<file path="src/rtl/cpu_pkg.sv">
// Shared MIPS32 datapath constants and register-file types.
package cpu_pkg;

  localparam int REG_W  = 32;
  localparam int REG_AW = 5;

  localparam int REG_ZERO = 0;
  localparam int REG_SP   = 29;
  localparam int REG_RA   = 31;

  typedef logic [REG_AW-1:0] reg_addr_t;
  typedef logic [REG_W-1:0]  reg_data_t;

endpackage

</file>
<file path="src/rtl/rf_scoreboard.sv">
// Per-register busy scoreboard: reserve marks a pending producer, a write releases it.
module rf_scoreboard
  import cpu_pkg::*;
#(
  parameter int AW       = REG_AW,
  parameter int NREAD    = 2,
  parameter int ZERO_REG = 1,
  parameter int DEPTH    = 2**AW
) (
  input  logic                i_clk,
  input  logic                i_rst,
  input  logic                i_we,
  input  logic [AW-1:0]       i_waddr,
  input  logic                i_rsv_en,
  input  logic [AW-1:0]       i_rsv_addr,
  input  logic [NREAD*AW-1:0] i_raddr,
  output logic [NREAD-1:0]    o_rbusy,
  output logic [DEPTH-1:0]    o_busy_vec
);

  logic [DEPTH-1:0] r_busy;
  logic [DEPTH-1:0] w_busy_nxt;

  // Reserve is applied after release so a same-cycle reissue keeps the register busy.
  always_comb begin
    w_busy_nxt = r_busy;
    if (i_we)           w_busy_nxt[i_waddr]    = 1'b0;
    if (i_rsv_en)       w_busy_nxt[i_rsv_addr] = 1'b1;
    if (ZERO_REG != 0)  w_busy_nxt[0]          = 1'b0;
  end

  always_ff @(posedge i_clk) begin
    if (i_rst) r_busy <= '0;
    else       r_busy <= w_busy_nxt;
  end

  for (genvar k = 0; k < NREAD; k++) begin : g_rbusy
    assign o_rbusy[k] = r_busy[i_raddr[k*AW +: AW]];
  end

  assign o_busy_vec = r_busy;

endmodule

</file>
<file path="src/rtl/rf_param.sv">
// Parametrised MIPS32 register file: NREAD combinational read ports, one write port,
// optional write-to-read bypass, hard-wired zero register and busy scoreboard.
module rf_param
  import cpu_pkg::*;
#(
  parameter int WIDTH    = REG_W,
  parameter int AW       = REG_AW,
  parameter int NREAD    = 2,
  parameter int BYPASS   = 1,
  parameter int ZERO_REG = 1,
  parameter int DEPTH    = 2**AW
) (
  input  logic                   i_clk,
  input  logic                   i_rst,
  input  logic                   i_we,
  input  logic [AW-1:0]          i_waddr,
  input  logic [WIDTH-1:0]       i_wdata,
  input  logic [NREAD*AW-1:0]    i_raddr,
  output logic [NREAD*WIDTH-1:0] o_rdata,
  input  logic                   i_rsv_en,
  input  logic [AW-1:0]          i_rsv_addr,
  output logic [NREAD-1:0]       o_rbusy,
  output logic [DEPTH-1:0]       o_busy_vec
);

  logic [WIDTH-1:0] r_mem [DEPTH];
  logic             w_wr_ok;

  assign w_wr_ok = i_we && !((ZERO_REG != 0) && (i_waddr == '0));

  always_ff @(posedge i_clk) begin
    if (i_rst) begin
      for (int i = 0; i < DEPTH; i++) r_mem[i] <= '0;
    end else if (w_wr_ok) begin
      r_mem[i_waddr] <= i_wdata;
    end
  end

  for (genvar k = 0; k < NREAD; k++) begin : g_rd
    logic [AW-1:0] w_ra;
    assign w_ra = i_raddr[k*AW +: AW];
    // Zero-register override sits above the bypass so r0 stays 0 even mid-write.
    assign o_rdata[k*WIDTH +: WIDTH] =
      ((ZERO_REG != 0) && (w_ra == '0))          ? '0      :
      ((BYPASS != 0) && i_we && (i_waddr == w_ra)) ? i_wdata :
                                                     r_mem[w_ra];
  end

  rf_scoreboard #(
    .AW       (AW),
    .NREAD    (NREAD),
    .ZERO_REG (ZERO_REG),
    .DEPTH    (DEPTH)
  ) u_sb (
    .i_clk      (i_clk),
    .i_rst      (i_rst),
    .i_we       (i_we),
    .i_waddr    (i_waddr),
    .i_rsv_en   (i_rsv_en),
    .i_rsv_addr (i_rsv_addr),
    .i_raddr    (i_raddr),
    .o_rbusy    (o_rbusy),
    .o_busy_vec (o_busy_vec)
  );

endmodule

</file>
<file path="config.mk">
export PLATFORM = sky130hd
export DESIGN_NAME = rf_param
export DESIGN_NICKNAME = d
export VERILOG_FILES = /design/src/rtl/cpu_pkg.sv /design/src/rtl/rf_scoreboard.sv /design/src/rtl/rf_param.sv
export SDC_FILE = /design/constraint.sdc
export NUM_CORES = 2
export LEC_CHECK = 0
export CAP_MARGIN = 5
export CELL_PAD_IN_SITES_DETAIL_PLACEMENT = 1
export CELL_PAD_IN_SITES_GLOBAL_PLACEMENT = 2
export CORE_ASPECT_RATIO = 1.25
export CORE_UTILIZATION = 42
export CTS_BUF_LIST = sky130_fd_sc_hd__clkbuf_2
export DETAILED_ROUTE_END_ITERATION = 8
export PLACE_DENSITY = 0.77
export SYNTH_ARGS = -nofsm -noshare
export SYNTH_HDL_FRONTEND = slang
export SYNTH_SLANG_ARGS = --single-unit
export TNS_END_PERCENT = 10
</file>
<file path="constraint.sdc">
create_clock -name i_clk -period 5 [get_ports i_clk]
set_input_delay 0.75 -clock i_clk [delete_from_list [all_inputs] [get_ports i_clk]]
set_output_delay 0.75 -clock i_clk [all_outputs]
set_load 0.005 [all_outputs]
</file>
* Word level (Yosys, flattened, before mapping)
Memories as Yosys holds them, arrays and structs flattened.
Cells that the tools add are included.
Widths: inputs -> output; s select.
** Word-level totals
- Register bits after elaboration :: 32
- Bits in writable memories :: 1024
- Output and inout port bits :: 98
- Memories kept :: 1
** Cells by class
- Magnitude comparators :: 6
- Equal/unequal tests :: 2
- Muxes and demuxes :: 22
- Bitwise operators :: 3
- Reductions and logical operators :: 10
** Memories
- r_mem :: words 32, bits a word 32, rd ports 2, clocked after Yosys merged registers in 0, write ports 32, RTL line rf_param.sv:26 : logic [WIDTH-1:0] r_mem [DEPTH];
** Operator list (count)
- $mux 32 :: 7
- $and 32x32->32 :: 1
- $not 32->32 :: 1
- $or 32x32->32 :: 1
- $reduce_or 32->1 :: 1
- $lt 5x6->1 const B :: 4
- $logic_not 5->1 :: 3
- $bmux 1 s5 :: 2
- $demux 1 s5 :: 2
- $eq 5x5->1 :: 2
- $ge 5x1->1 const B :: 2
- $mux 1 :: 10
- $logic_and 1x1->1 :: 5
- $mux 5 :: 1
- $logic_not 1->1 :: 1

* Logic depth before layout (Yosys ltp)
- Depth in word-level cells :: 9
- Mapped depth :: 10
- Mapped depth without buffers :: 5

* Modules after synthesis
Synthesis repeated with hierarchy kept, for this count alone.
** Second synthesis, totals
- Cells, all modules :: 4033
- Area, all modules :: 56894.6 um^2
** By module, submodules not included
- rf_param :: instances 1, cells each 3802, area an instance 55061.6 um^2
- rf_scoreboard :: instances 1, cells each 231, area an instance 1833.0 um^2

* Worst setup path before layout
No wires, ideal clock.
- Path kind :: input port to flip-flop
- Start point :: input i_waddr[3]
- End point :: memory r_mem[4][0] (netlist bit), enable pin
- Library setup time :: 0.430 ns
- Arrival time :: 3.115 ns
- Path slack :: 1.455 ns
- Stages on the path :: 4
- Path through :: buf_2 or3b_2 clkbuf_1 o21bai_1
** RTL lines
- start: declaration :: RTL line rf_param.sv:16 : input logic [AW-1:0] i_waddr,
- end: declaration :: RTL line rf_param.sv:26

==> results.txt <==
Across the VDD grid, the largest voltage drop is 143.9 uV. CTS saw 1055 sinks. Of all cell types, the one taking the most synthesized area is sky130_fd_sc_hd__edfxtp_1. STA classifies the critical path startpoint as a flop. The tools report the clock insertion delay at the later pin of the skew report as 1.67 ns. In this run the worst path has a maximum fanout of 2.

For the utilization after layout, the log shows 0.4866. Traced cell by cell, the critical path runs through mux4_2 > mux2i_1 > o22ai_1 > a211oi_2 > buf_4 > nor2_1 > clkdlybuf4s50_1. The via total after detailed routing was 41.56k; the top-level I/O count was 154. Counting flops with a built-in enable in the synthesized netlist gives 1024.

The non-filler instance count after layout is 6297, and the cell count after synthesis is 3957. For this run, design rule violations remaining after detail routing come to 0. The tools report the floorplan row count as 150. Count of final setup violators: 0. The die covers 137300 um^2.

After synthesis the netlist holds a flip-flop and latch count of 1055. In this run the power spent charging and discharging nets is 0.005942 W. The family of cells with the greatest summed delay on the critical path is multiplexers. The relative slew slack was 0.1162. For the placeable core region, the log shows 134200 um^2. Initial antenna violation count: 26.

Commonest non-fill, non-tap cell in the layout: sky130_fd_sc_hd__edfxtp_1. The tools report the count of yosys warnings during synthesis as 0. The detailed placement HPWL was 153900 um; the average detailed-routed wire length per instance was 37.94 um. Entering global routing, the biggest net connects 45 pins. At the pin with the least slew margin, the transition time is 1.316 ns. The tools report the final setup skew as 0 ns.

Together, buffers and inverters on the worst path number 2. The tools report the part of the Yosys area used for sequential elements as 0.5501. Data arrives at the worst endpoint at 4.17 ns. By area the synthesized netlist is led by sky130_fd_sc_hd__edfxtp_1 54%, sky130_fd_sc_hd__mux4_2 18%, sky130_fd_sc_hd__and2_1 11%, sky130_fd_sc_hd__mux2i_1 2.0%, sky130_fd_sc_hd__clkbuf_1 1.8%. TritonCTS built the clock tree.

The overall die width came out at 331.6 um. The fraction of synthesized cell area taken by the top area cell type works out to 0.5392. Summed over all cells, the static leakage comes to 23.00 nW.

The via count of the first global-routing pass is 42.75k. Switching share of power: 0.3000. The worst setup path is captured at an output pin.

The netlist uses 67 different library cells. The most common flop cell mapped by yosys is sky130_fd_sc_hd__edfxtp_1. The register clock-pin slew on the reported worst setup and hold paths is 0.14 ns, and the cell total after placement is 5783. Static timing analysis puts the maximum clock frequency at 203.1 MHz. From bottom edge to top edge, the die measures 414.0 um. In this run the worst hold path is classified as in -> reg. The share of synthesized registers carrying an async set or reset was 0. Mean instance size in the synthesized netlist: 14.41 um^2.

The worst setup path is of the reg -> out kind. After the first detailed-routing iteration, the DRC count stood at 5548. Data required time at the worst endpoint: 4.25 ns. The number of buffers between clock root and the deepest sink came out at 4. The congestion estimate from routability-driven global placement came to 0.9396. In this run the tool buffered the top-level ports with 152 buffer cells. The total number of nets in the final design came out at 4420. For the overall routing resource usage, the log shows 0.3482. The slowest stage of the critical path is the sky130_fd_sc_hd__mux4_2 cell. The delay of the slowest critical-path stage was 0.47 ns; the total of max-cap violations was 0. The internal cell power was 0.01387 W.

The area growth from synthesis to layout is 14.50%. The power per cell area was 303.4 nW/um^2. The H-tree generated during clock tree synthesis spans 5 levels. The run gives 290 as the number of CTS-inserted buffers.

For the cell area after synthesis, the log shows 57020 um^2. For the starting density of the core, the log shows 0.4250. The ratio of cells with drive above 1 in the final layout was 0.3065; the global-route wire length before repair was 330000 um. In the layout the commonest cells are 1024 x sky130_fd_sc_hd__edfxtp_1, 995 x sky130_fd_sc_hd__and2_1, 458 x sky130_fd_sc_hd__mux4_2, 410 x sky130_fd_sc_hd__clkbuf_2, 257 x sky130_fd_sc_hd__buf_4.

The average vias per placed instance is 6.599. The total overflow left after global routing is 0. The root buffer cell chosen for the clock tree is sky130_fd_sc_hd__clkbuf_2. The flow ran to the end, and the final reports show no timing, DRC or antenna violations. The combinational power share is 0.162.

The count of endpoints failing hold in the final timing report came out at 0. The total count of max-transition violations in the final report came out at 0. The final cycle utilization of the critical path came out at 0.9850. For the clock network fraction of design power, the log shows 0.312. After detailed routing, the total wire length is 238900 um. The logs give 13.37k for the number of filler cells placed in the layout and 0 for the remaining antenna violation count. The register-to-register setup slack was 3.67 ns; the time the final worst path needs with I/O delays and setup was 4.925 ns. The detailed-routing iteration count for the pre-antenna-repair pass was 6; the part of the total power dissipated in sequential elements was 0.526.
## power groups by stage
stage	sequential (W)	clock, W	combinational, W
after floorplan	0.0105	0	0.00163
after global placement	0.0106	0	0.00307
after detailed placement	0.0106	0	0.00309
after CTS	0.0104	0.00626	0.00315
after global routing	0.0105	0.00663	0.00327
final	0.0104	0.00618	0.00321
## per-stage QoR
| step | total power, W | cell area [um^2] | TNS (ns) | hold slack, ns | worst slack [ns] |
|---|---|---|---|---|---|
| floorplan | 0.01211 | 57140 | 0 | 0.4809 | 1.455 |
| global placement | 0.01362 | 62280 | 0 | 0.4997 | 0.2312 |
| detailed placement | 0.01369 | 62290 | 0 | 0.5097 | 0.3651 |
| CTS | 0.01982 | 65240 | -0.07098 | 0.01061 | -0.07009 |
| global route | 0.02035 | 65270 | -0.0003690 | 0.1365 | -0.0003690 |
| finish | 0.01981 | 65290 | 0 | 0.1750 | 0.07513 |
## final cells by class
cell class,count,area (um^2),share of cell area
sequential,1055,31370,0.4805
multi-input combinational,2505,24270,0.3716
antenna,11,27.53,0.0004216
tap,1748,2187,0.03350
inverter,5,18.77,0.0002874
clock inverter,56,322.8,0.004944
clock buffer,410,2052,0.03143
timing repair buffer,507,5049,0.07732
## worst min-delay path: stages
cell and delay (ns):
sky130_fd_sc_hd__clkdlybuf4s50_1 0.52, sky130_fd_sc_hd__buf_4 0.29, sky130_fd_sc_hd__and2_1 0.18
## final timing paths
path                             from             endpoint  cells past startpoint
setup / recovery        r_mem[20][17]          o_rdata[17]                      7
hold / removal            i_wdata[24]        r_mem[11][24]                      3
setup reg to reg  u_sb.o_busy_vec[12]  u_sb.o_busy_vec[12]                      3
hold reg to reg   u_sb.o_busy_vec[17]  u_sb.o_busy_vec[17]                      2
## kinds of logic (layout without fill, tap and decap cells)
family                    count (synthesis)  after routing  synth area share
DFF                                    1055           1055            0.5501
buffers and inverters                   429            978           0.03695
muxes                                   634            634            0.2135
AOI/OAI and AO/OA                       489            489           0.05821
other                                     1             44        0.00006576
and+or+nand+nor                        1339           1339            0.1396
xor gates and xnor gates                 10             10          0.001536
## what timing repair did
action,in CTS,in global routing
endpoints found under the hold margin,487,0
buffers inserted,0,0
endpoints found under the setup margin,30,5
pin swaps,1,0
hold buffers,37,0
resized for setup,43,5
## per-layer routing
layer | track usage | vias up | routed length, um
met5 | 0 | - | 53
met4 | 0.2352 | 8 | 16700
met3 | 0.07772 | 785 | 25580
met2 | 0.5536 | 3061 | 111800
met1 | 0.4278 | 21582 | 84830
li1 | - | 16120 | -
## sequential cells by signal, summed over array words and instances, names as in the netlist
register	cells
r_mem	1024
u_sb.o_busy_vec	31
## cell usage after synthesis, types with 11 or more instances
cell,count
sky130_fd_sc_hd__buf_4,38
sky130_fd_sc_hd__nor3_1,19
sky130_fd_sc_hd__buf_2,79
sky130_fd_sc_hd__buf_6,23
sky130_fd_sc_hd__a211oi_1,39
sky130_fd_sc_hd__mux4_2,458
sky130_fd_sc_hd__dfxtp_1,31
sky130_fd_sc_hd__nand2_1,94
sky130_fd_sc_hd__o21ai_1,14
sky130_fd_sc_hd__o22ai_1,63
sky130_fd_sc_hd__edfxtp_1,1024
sky130_fd_sc_hd__a21oi_1,87
sky130_fd_sc_hd__a22oi_1,119
sky130_fd_sc_hd__or2_2,32
sky130_fd_sc_hd__clkbuf_1,274
sky130_fd_sc_hd__nor4_1,20
sky130_fd_sc_hd__mux2i_1,113
sky130_fd_sc_hd__nor2_1,87
sky130_fd_sc_hd__o21ai_0,59
sky130_fd_sc_hd__a221oi_1,14
sky130_fd_sc_hd__o2bb2ai_1,11
sky130_fd_sc_hd__and2_1,994
sky130_fd_sc_hd__nor2b_1,23
sky130_fd_sc_hd__nand3_1,13
sky130_fd_sc_hd__mux2_2,51
sky130_fd_sc_hd__a22o_1,14
No activity file was read; power rests on OpenSTA's default activity.
